===== src/rtl/uart_pkg.sv =====
// Shared UART constants used by the receiver, the transmitter and the receive FIFO.
//   UART_WIDTH          - serial byte width
//   RX_FIFO_DEPTH_LOG2  - default log2 depth of the receive buffer
package uart_pkg;

    localparam int unsigned UART_WIDTH         = 8;
    localparam int unsigned RX_FIFO_DEPTH_LOG2 = 4;

endpackage


===== src/rtl/uart_fifo_mem.sv =====
// Storage array for the UART receive FIFO.
// Writes are registered. Reads are asynchronous, so the head byte is available
// in the same cycle that the read pointer changes.
//   clock  in   master clock
//   we     in   write enable
//   waddr  in   write address
//   wdata  in   write data
//   raddr  in   read address
//   rdata  out  read data (combinational from raddr)
module uart_fifo_mem
    import uart_pkg::*;
#(
    parameter int unsigned DEPTH_LOG2 = RX_FIFO_DEPTH_LOG2,
    parameter int unsigned WIDTH      = UART_WIDTH
) (
    input  logic                  clock,
    input  logic                  we,
    input  logic [DEPTH_LOG2-1:0] waddr,
    input  logic [WIDTH-1:0]      wdata,
    input  logic [DEPTH_LOG2-1:0] raddr,
    output logic [WIDTH-1:0]      rdata
);

    localparam int unsigned DEPTH = 1 << DEPTH_LOG2;

    // The contents are deliberately not reset; reset empties the FIFO through
    // its pointers and count instead.
    logic [WIDTH-1:0] mem_q [DEPTH];

    always_ff @(posedge clock) begin
        if (we) begin
            mem_q[waddr] <= wdata;
        end
    end

    assign rdata = mem_q[raddr];

endmodule


===== src/rtl/uart_rx_fifo.sv =====
// Receive buffer that sits directly after the UART receiver.
// Each rising edge of rx_done stores rx_data in a circular FIFO. Bytes are
// presented to the host over a show-ahead valid/ready interface, together with
// occupancy and a sticky overflow flag.
//   reset          in   asynchronous, active-low reset
//   clock          in   master clock
//   rx_data        in   byte from the receiver (held stable while rx_done is high)
//   rx_done        in   byte-complete level from the receiver; only its rising edge counts
//   out_data       out  head-of-FIFO byte, valid while out_valid is high
//   out_valid      out  FIFO not empty
//   out_ready      in   consumer takes the head byte when out_valid & out_ready
//   count          out  occupancy, 0..DEPTH
//   full           out  count == DEPTH
//   overflow       out  sticky flag: a byte was dropped because the FIFO was full
//   clear_overflow in   synchronous clear for overflow
module uart_rx_fifo
    import uart_pkg::*;
#(
    parameter int unsigned DEPTH_LOG2 = RX_FIFO_DEPTH_LOG2,
    parameter int unsigned WIDTH      = UART_WIDTH
) (
    input  logic                  reset,
    input  logic                  clock,
    input  logic [WIDTH-1:0]      rx_data,
    input  logic                  rx_done,
    output logic [WIDTH-1:0]      out_data,
    output logic                  out_valid,
    input  logic                  out_ready,
    output logic [DEPTH_LOG2:0]   count,
    output logic                  full,
    output logic                  overflow,
    input  logic                  clear_overflow
);

    localparam int unsigned           DEPTH      = 1 << DEPTH_LOG2;
    localparam logic [DEPTH_LOG2:0]   FULL_COUNT = (DEPTH_LOG2 + 1)'(DEPTH);
    localparam logic [DEPTH_LOG2:0]   CNT_ONE    = (DEPTH_LOG2 + 1)'(1);
    localparam logic [DEPTH_LOG2-1:0] PTR_ONE    = (DEPTH_LOG2)'(1);

    // rx_done synchroniser (s1, s2) and edge-detect flop (s3)
    logic s1_q, s2_q, s3_q;

    logic [DEPTH_LOG2-1:0] wr_ptr_q, wr_ptr_d;
    logic [DEPTH_LOG2-1:0] rd_ptr_q, rd_ptr_d;
    logic [DEPTH_LOG2:0]   count_q,  count_d;
    logic                  overflow_q, overflow_d;

    logic push, pop, accept, drop;

    // rx_data is not synchronised: the receiver holds it for a full bit period,
    // far longer than the three-flop delay before it is written.
    assign push = s2_q & ~s3_q;

    always_ff @(posedge clock or negedge reset) begin
        if (!reset) begin
            s1_q <= 1'b0;
            s2_q <= 1'b0;
            s3_q <= 1'b0;
        end else begin
            s1_q <= rx_done;
            s2_q <= s1_q;
            s3_q <= s2_q;
        end
    end

    assign out_valid = (count_q != '0);
    assign full      = (count_q == FULL_COUNT);
    assign count     = count_q;
    assign overflow  = overflow_q;

    always_comb begin
        wr_ptr_d   = wr_ptr_q;
        rd_ptr_d   = rd_ptr_q;
        count_d    = count_q;
        overflow_d = overflow_q;

        pop = out_valid & out_ready;
        // When full, a push is still accepted if a pop frees the head slot in
        // the same cycle: the write lands on the slot being read out.
        accept = push & (~full | pop);
        drop   = push & full & ~pop;

        if (accept) begin
            wr_ptr_d = wr_ptr_q + PTR_ONE;
        end
        if (pop) begin
            rd_ptr_d = rd_ptr_q + PTR_ONE;
        end
        if (accept && !pop) begin
            count_d = count_q + CNT_ONE;
        end else if (pop && !accept) begin
            count_d = count_q - CNT_ONE;
        end

        // A drop in the same cycle as a clear leaves the flag set.
        if (drop) begin
            overflow_d = 1'b1;
        end else if (clear_overflow) begin
            overflow_d = 1'b0;
        end
    end

    always_ff @(posedge clock or negedge reset) begin
        if (!reset) begin
            wr_ptr_q   <= '0;
            rd_ptr_q   <= '0;
            count_q    <= '0;
            overflow_q <= 1'b0;
        end else begin
            wr_ptr_q   <= wr_ptr_d;
            rd_ptr_q   <= rd_ptr_d;
            count_q    <= count_d;
            overflow_q <= overflow_d;
        end
    end

    uart_fifo_mem #(
        .DEPTH_LOG2 (DEPTH_LOG2),
        .WIDTH      (WIDTH)
    ) u_mem (
        .clock (clock),
        .we    (accept),
        .waddr (wr_ptr_q),
        .wdata (rx_data),
        .raddr (rd_ptr_q),
        .rdata (out_data)
    );

endmodule


===== config.mk =====
export PLATFORM = sky130hd
export DESIGN_NAME = uart_rx_fifo
export DESIGN_NICKNAME = d
export VERILOG_FILES = /design/src/rtl/uart_pkg.sv /design/src/rtl/uart_fifo_mem.sv /design/src/rtl/uart_rx_fifo.sv
export SDC_FILE = /design/constraint.sdc
export NUM_CORES = 1
export LEC_CHECK = 0
export ABC_AREA = 0
export CORE_ASPECT_RATIO = 0.75
export CORE_MARGIN = 10
export CORE_UTILIZATION = 31
export CTS_CLUSTER_DIAMETER = 120
export DETAILED_ROUTE_END_ITERATION = 16
export DONT_BUFFER_PORTS = 1
export GPL_ROUTABILITY_DRIVEN = 0
export PLACE_DENSITY_LB_ADDON = 0.3
export SYNTH_ARGS = -nofsm -noshare
export SYNTH_HDL_FRONTEND = slang
export SYNTH_HIERARCHICAL = 1
export SYNTH_SLANG_ARGS = --single-unit

===== constraint.sdc =====
create_clock -name clock -period 2.7 [get_ports clock]
set_clock_uncertainty 0.1 [all_clocks]
set_input_delay 0.54 -clock clock [delete_from_list [all_inputs] [get_ports clock]]
set_output_delay 0.54 -clock clock [all_outputs]
set_load 0.02 [all_outputs]

==> results of run 1 <==
[critical path: stages, from the launching register on]
cell and delay [ns]:
dfrtp_2 0.37, buf_12 0.15, buf_12 0.13, mux4_2 0.51, a22oi_2 0.29, nand2_2 0.18
[final timing paths]
kind	from	endpoint	slack (ns)
hold reg to reg	s1_q	s2_q	0.27
setup reg to reg	count[1]	count[3]	0.25
min in group asynchronous	reset	s1_q	0.55
hold / removal	rx_done	s1_q	0.04
max in group asynchronous	reset	rd_ptr_q[0]	1.40
setup / recovery	rd_ptr_q[0]	out_data[7]	0.006
[routing by layer]
| layer | GRT usage [%] | wire length (um) | vias up |
|---|---|---|---|
| met5 | 0 | 0 | - |
| met4 | 2.74 | 44 | 0 |
| met3 | 4.57 | 832 | 7 |
| met2 | 14.7 | 5810 | 76 |
| met1 | 14.3 | 5910 | 1517 |
| li1 | - | - | 1247 |
[state kept, by name, summed over array words and instances (netlist names)]
signal	cells
s2_q	1
overflow	1
count	5
s3_q	1
s1_q	1
wr_ptr_q	4
rd_ptr_q	4
u_mem/mem_q	128
[placed cells by master (no fill, tap or decap), types with 4 or more instances in the layout]
master	instances
edfxtp_1	128
mux4_1	6
a22oi_2	14
inv_6	7
buf_4	25
nand2_2	8
ha_1	6
dfrtp_1	16
nor3_1	4
clkbuf_16	19
xnor2_1	8
nand2_1	5
buf_12	5
mux4_2	26
nand3_1	4
nor2_1	13
[layout make-up]
| class | instances | area (um^2) |
|---|---|---|
| Multi-Input combinational cell | 127 | 1510 |
| Clock buffer | 17 | 425 |
| Clock inverter | 15 | 146 |
| Fill cell | 1660 | 11400 |
| Tap cell | 247 | 309 |
| Inverter | 3 | 11.3 |
| Sequential cell | 145 | 4270 |
| Timing Repair Buffer | 33 | 348 |
[cells by family after synthesis]
family,count (synthesis)
flops,145
simple gates,50
mux,35
compound gates,25
buf+inv,13
xor+xnor,10
fa+ha+maj,7
[through the flow]
| step | instance area [um^2] | std cells | setup slack [ns] | utilization [%] | hold slack (ns) |
|---|---|---|---|---|---|
| finish | 7020 | 587 | 0.00648 | 38.1 | 0.0427 |
| global route | 7020 | 587 | -0.0548 | 38.1 | 0.0143 |
| CTS | 6960 | 582 | -0.0249 | 37.7 | 0.0204 |
| detailed placement | 6260 | 547 | 0.217 | 33.9 | 0.145 |
| global placement | 6260 | 547 | 0.290 | 33.9 | 0.145 |
| floorplan | 5820 | 285 | 0.128 | - | 0.144 |
[power by group through the flow]
stage / clock (mW) / sequential (mW) / combinational (mW)
floorplan: 0 / 2.91 / 1.52
global placement: 0 / 2.89 / 2.10
detailed placement: 0 / 2.90 / 2.12
CTS: 2.34 / 2.86 / 2.42
global route: 2.45 / 2.88 / 2.72
finish: 2.29 / 2.85 / 2.54
[repair_timing]
| item | in CTS | in global routing |
|---|---|---|
| gates cloned | 1 | 2 |
| pin swaps | 6 | 5 |
| setup buffers | 1 | 4 |
| hold endpoints to repair | 17 | 0 |
| hold buffers | 1 | 0 |
| endpoints found under the setup margin | 8 | 8 |
| gates resized for setup | 27 | 7 |
==> flow_metrics.py, run 1 <==
metrics = {
    "cells_and_area": {
        "antenna_cells": 0,
        "area_growth_syn_to_layout_pct": 20.7,
        "layout-drive-gt1-share_pct": 36.2,
        "nets": 347,
    },
    "clock_network": {
        "clockRootBuffer": "clkbuf_16",
        "h-tree-depth": 4,
        "cts-buffers-inserted": 17,
        "clk_pin_slew_worst_paths_ns": 0.07,
        "cts_tree": "yes",
        "insertion_delay_ns": 0.42,
        "clkSinkCount": 145,
        "cts_max_path_buffers": 2,
    },
    "synth": {
        "ys_top_cells_by_area": "edfxtp_1, dfrtp_1, mux4_2, mux4_1, a22oi_1",
        "syn_inst": 285,
        "synth_compound_area_share_pct": 3.25,
        "yosys.area_share.xor_xnor_pct": 1.50,
        "synth_fa_ha_area_share_pct": 1.63,
        "synth_commonest_cells": "edfxtp_1, mux4_2, dfrtp_1",
        "synth_most_common_cell": "edfxtp_1",
        "synthesis.area_mm2": 0.00582,
        "yosys_warnings": 6,
        "async_flop_share_pct": 11.7,
        "yosys.area_share.simple_pct": 4.60,
        "synth_nets": 305,
        "synth.top_cell.area_share_pct": 66.0,
        "synth-seq-cells": 145,
        "ys_types": 38,
        "synth-seq-area-share_pct": 73.3,
        "synth_edf_count": 128,
        "synthMuxAreaShare_pct": 14.0,
        "avgSynthCellArea_um2": 20.4,
        "synth_largest_area_cell": "edfxtp_1",
        "synth_top_family_by_area": "multiplexers",
        "dominantRegCellSynth": "edfxtp_1",
    },
    "power_and_ir_drop": {
        "finalPower_mw": 7.68,
        "vdd_drop_max_uv": 474,
        "p_int_mw": 5.13,
        "p_leak_nw": 2.33,
        "clkPwrFrac_pct": 29.8,
        "pwr-share-seq_pct": 37.1,
        "switching_share_pct": 33.3,
        "p_per_area_mw_per_mm2": 1090,
        "p_sw_mw": 2.55,
        "combPwrFrac_pct": 33.0,
    },
    "floorplan": {
        "die_height_um": 139,
        "die-area_mm2": 0.0247,
        "io_pins": 29,
        "chipWidth_um": 178,
        "rows": 43,
        "core_mm2": 0.0185,
        "initial_core_util_pct": 31.5,
    },
    "sta": {
        "grt_setup_unrepaired": "true",
        "finalMaxSlewViolations": 0,
        "clock.fmax_ghz": 0.371,
        "maxSlewHeadroom_pct": 37.3,
        "fin_crit_ns": 2.69,
        "worst_pin_slew_ns": 0.937,
        "hold_viol": 0,
        "period_share_pct": 99.8,
        "fin_setup_tns_ns": 0,
        "setup_violations": 0,
    },
    "grt": {
        "grt_usage_pct": 10.4,
        "grt-ovfl-total": 0,
        "grt_pass1_wl_um": 19000,
        "grt_pass1_vias": 2929,
        "antenna_found_initial": 0,
        "grt_max_degree": 21,
    },
    "drt": {
        "dr.first_iter.drc_count": 338,
        "totalWireLength_um": 12600,
        "final_antenna_net_count": 0,
        "drt-wirelength-per-cell_um": 21.4,
        "drc": 0,
        "via_per_inst": 4.85,
        "vias": 2847,
        "drt_pre_antenna_iters": 4,
    },
    "placement": {
        "place_hpwl_um": 7610,
        "io_buffers": 0,
    },
    "critical_path": {
        "cp-start-kind": "flip-flop",
        "cp_max_fo": 5,
        "cp_data_required_time_ns": 2.06,
        "arrival_ns": 2.05,
        "end_kind": "output pin",
        "crit_type": "flip-flop to output pin",
        "reg2reg_depth": 9,
    },
    "job": {
        "cap_violations": 0,
    },
    "hold_path": {
        "hold_path.class": "input port to flip-flop",
        "hold_depth": 0,
    },
    "run_status": {
        "status": "finished clean",
    },
}
No activity file was read; power rests on OpenSTA's default activity.
==> run 2: changes to the inputs <==
--- a/config.mk
+++ b/config.mk
@@ -9,10 +9,11 @@
 export CORE_ASPECT_RATIO = 0.75
 export CORE_MARGIN = 10
 export CORE_UTILIZATION = 31
-export CTS_CLUSTER_DIAMETER = 120
+export CTS_CLUSTER_DIAMETER = 80
 export DETAILED_ROUTE_END_ITERATION = 16
 export DONT_BUFFER_PORTS = 1
 export GPL_ROUTABILITY_DRIVEN = 0
+export GPL_TIMING_DRIVEN = 0
 export PLACE_DENSITY_LB_ADDON = 0.3
 export SYNTH_ARGS = -nofsm -noshare
 export SYNTH_HDL_FRONTEND = slang
==> flow_metrics.py, run 2 (synthesized netlist as in run 1, its figures left out) <==
metrics = {
    "floorplan": {
        "initial_core_util_pct": 31.5,
        "die_height_um": 139,
        "rows": 43,
        "chipWidth_um": 178,
        "die-area_mm2": 0.0247,
        "core_mm2": 0.0185,
        "io_pins": 29,
    },
    "cells_and_area": {
        "regMostFlops": "u_mem/mem_q",
        "largest_reg_flops": 128,
        "area_growth_syn_to_layout_pct": 19.0,
        "finalNonFillerCells": 571,
        "postLayoutCellArea_mm2": 0.00693,
        "multi_input_area_mm2": 0.00154,
        "mostFrequentLayoutCells": "edfxtp_1, mux4_2, clkbuf_16",
        "layout_commonest_cell": "edfxtp_1",
        "layout-drive-gt1-share_pct": 38.0,
        "final_util_pct": 37.5,
        "fill_cells": 1651,
        "antenna_cells": 0,
        "nets": 332,
        "seq_area_mm2": 0.00427,
    },
    "drt": {
        "totalWireLength_um": 12000,
        "dr.first_iter.drc_count": 220,
        "drc": 0,
        "drt_pre_antenna_iters": 4,
        "via_per_inst": 4.73,
        "vias": 2700,
        "final_antenna_net_count": 0,
        "drt-wirelength-per-cell_um": 21.1,
    },
    "grt": {
        "grt_max_degree": 18,
        "grt-ovfl-total": 0,
        "grt_pass1_wl_um": 18300,
        "antenna_found_initial": 0,
        "grt_usage_pct": 10.1,
        "grt_pass1_vias": 2823,
    },
    "clock_network": {
        "clockRootBuffer": "clkbuf_16",
        "cts-buffers-inserted": 17,
        "insertion_delay_ns": 0.41,
        "cts_max_path_buffers": 2,
        "h-tree-depth": 4,
        "cts_tree": "yes",
        "clk_pin_slew_worst_paths_ns": 0.06,
        "clkSinkCount": 145,
    },
    "critical_path": {
        "r2r_start": "count[0]",
        "arrival_ns": 2.09,
        "cp-start-kind": "flip-flop",
        "end_kind": "output pin",
        "worstSetupStartpoint": "rd_ptr_q[0]",
        "crit_type": "flip-flop to output pin",
        "cp_max_fo": 5,
        "cp_data_required_time_ns": 2.06,
    },
    "power_and_ir_drop": {
        "finalPower_mw": 7.70,
        "p_int_mw": 5.23,
        "vdd_drop_max_uv": 507,
        "combPwrFrac_pct": 30.7,
        "p_leak_nw": 2.24,
        "clkPwrFrac_pct": 30.9,
        "pwr-share-seq_pct": 38.4,
        "switching_share_pct": 32.1,
        "p_sw_mw": 2.47,
        "p_per_area_mw_per_mm2": 1110,
    },
    "sta": {
        "finalMaxSlewViolations": 0,
        "period_share_pct": 101,
        "clock.fmax_ghz": 0.366,
        "holdWs_ns": 0.0618,
        "maxSlewHeadroom_pct": 40.9,
        "hold_viol": 0,
        "worst_pin_slew_ns": 0.884,
        "fin_crit_ns": 2.73,
        "fin_setup_tns_ns": -0.0322,
        "setup_violations": 1,
        "grt_setup_unrepaired": "true",
        "worst_slack_ns": -0.0322,
    },
    "hold_path": {
        "hp-start": "rx_done",
        "hold_path.class": "input port to flip-flop",
    },
    "run_status": {
        "violations": "setup timing",
        "status": "complete, but fails checks",
    },
    "job": {
        "cap_violations": 0,
    },
    "placement": {
        "place_inst": 532,
        "dpl_cell_area_mm2": 0.00613,
        "pre_cts_ws_ns": -0.606,
        "place_hpwl_um": 7680,
        "io_buffers": 0,
    },
}
==> run 2: path summary, 6_finish.rpt <==
kind                                      to  slack [ns]  cells after the start
setup / recovery                 out_data[0]       -0.03                      6
hold / removal                          s1_q        0.06                      0
setup reg to reg           u_mem/mem_q[3][7]        0.09                      5
hold reg to reg                         s2_q        0.26                      0
max in group asynchronous           count[0]        1.43                      1
min in group asynchronous           count[4]        0.55                      1
==> run 2: power groups by stage <==
stage	Clock [mW]	Combinational, mW	Sequential [mW]
global route	2.54	2.53	2.98
finish	2.38	2.36	2.95
detailed placement	0	1.98	2.98
CTS	2.44	2.41	2.96
floorplan	0	1.52	2.91
global placement	0	1.95	2.97
==> run 2: layout make-up <==
cell class,instances,share of cell area [%]
flip-flops and latches,145,61.7
multi-input cells,127,22.2
clock buffers,17,6.14
well taps,247,4.46
clock inverters,14,2.58
plain buffers,10,1.72
repair buffers,8,1.01
inverters,3,0.163
==> run 2: timing repair <==
item	4_1_cts	5_1_grt
pin swaps	13	10
hold endpoints to repair	17	0
resized for setup	55	8
setup buffers	5	3
cloned	1	0
endpoints found under the setup margin	66	10
hold buffers	1	0
==> run 2: worst max-delay path, stage by stage (launching register included) <==
cell and delay, ns:
dfrtp_1 0.37, buf_6 0.14, buf_6 0.11, buf_12 0.12, mux4_2 0.55, a22oi_2 0.24, nand2_2 0.15
==> run 2: layer usage <==
layer | routed length, um | GRT usage (%) | part of all wire [%]
met1 | 5190 | 13.7 | 43
met2 | 5800 | 14.7 | 48
met3 | 919 | 3.37 | 7.6
met4 | 110 | 3.52 | 0.91
met5 | 0 | 0 | 0
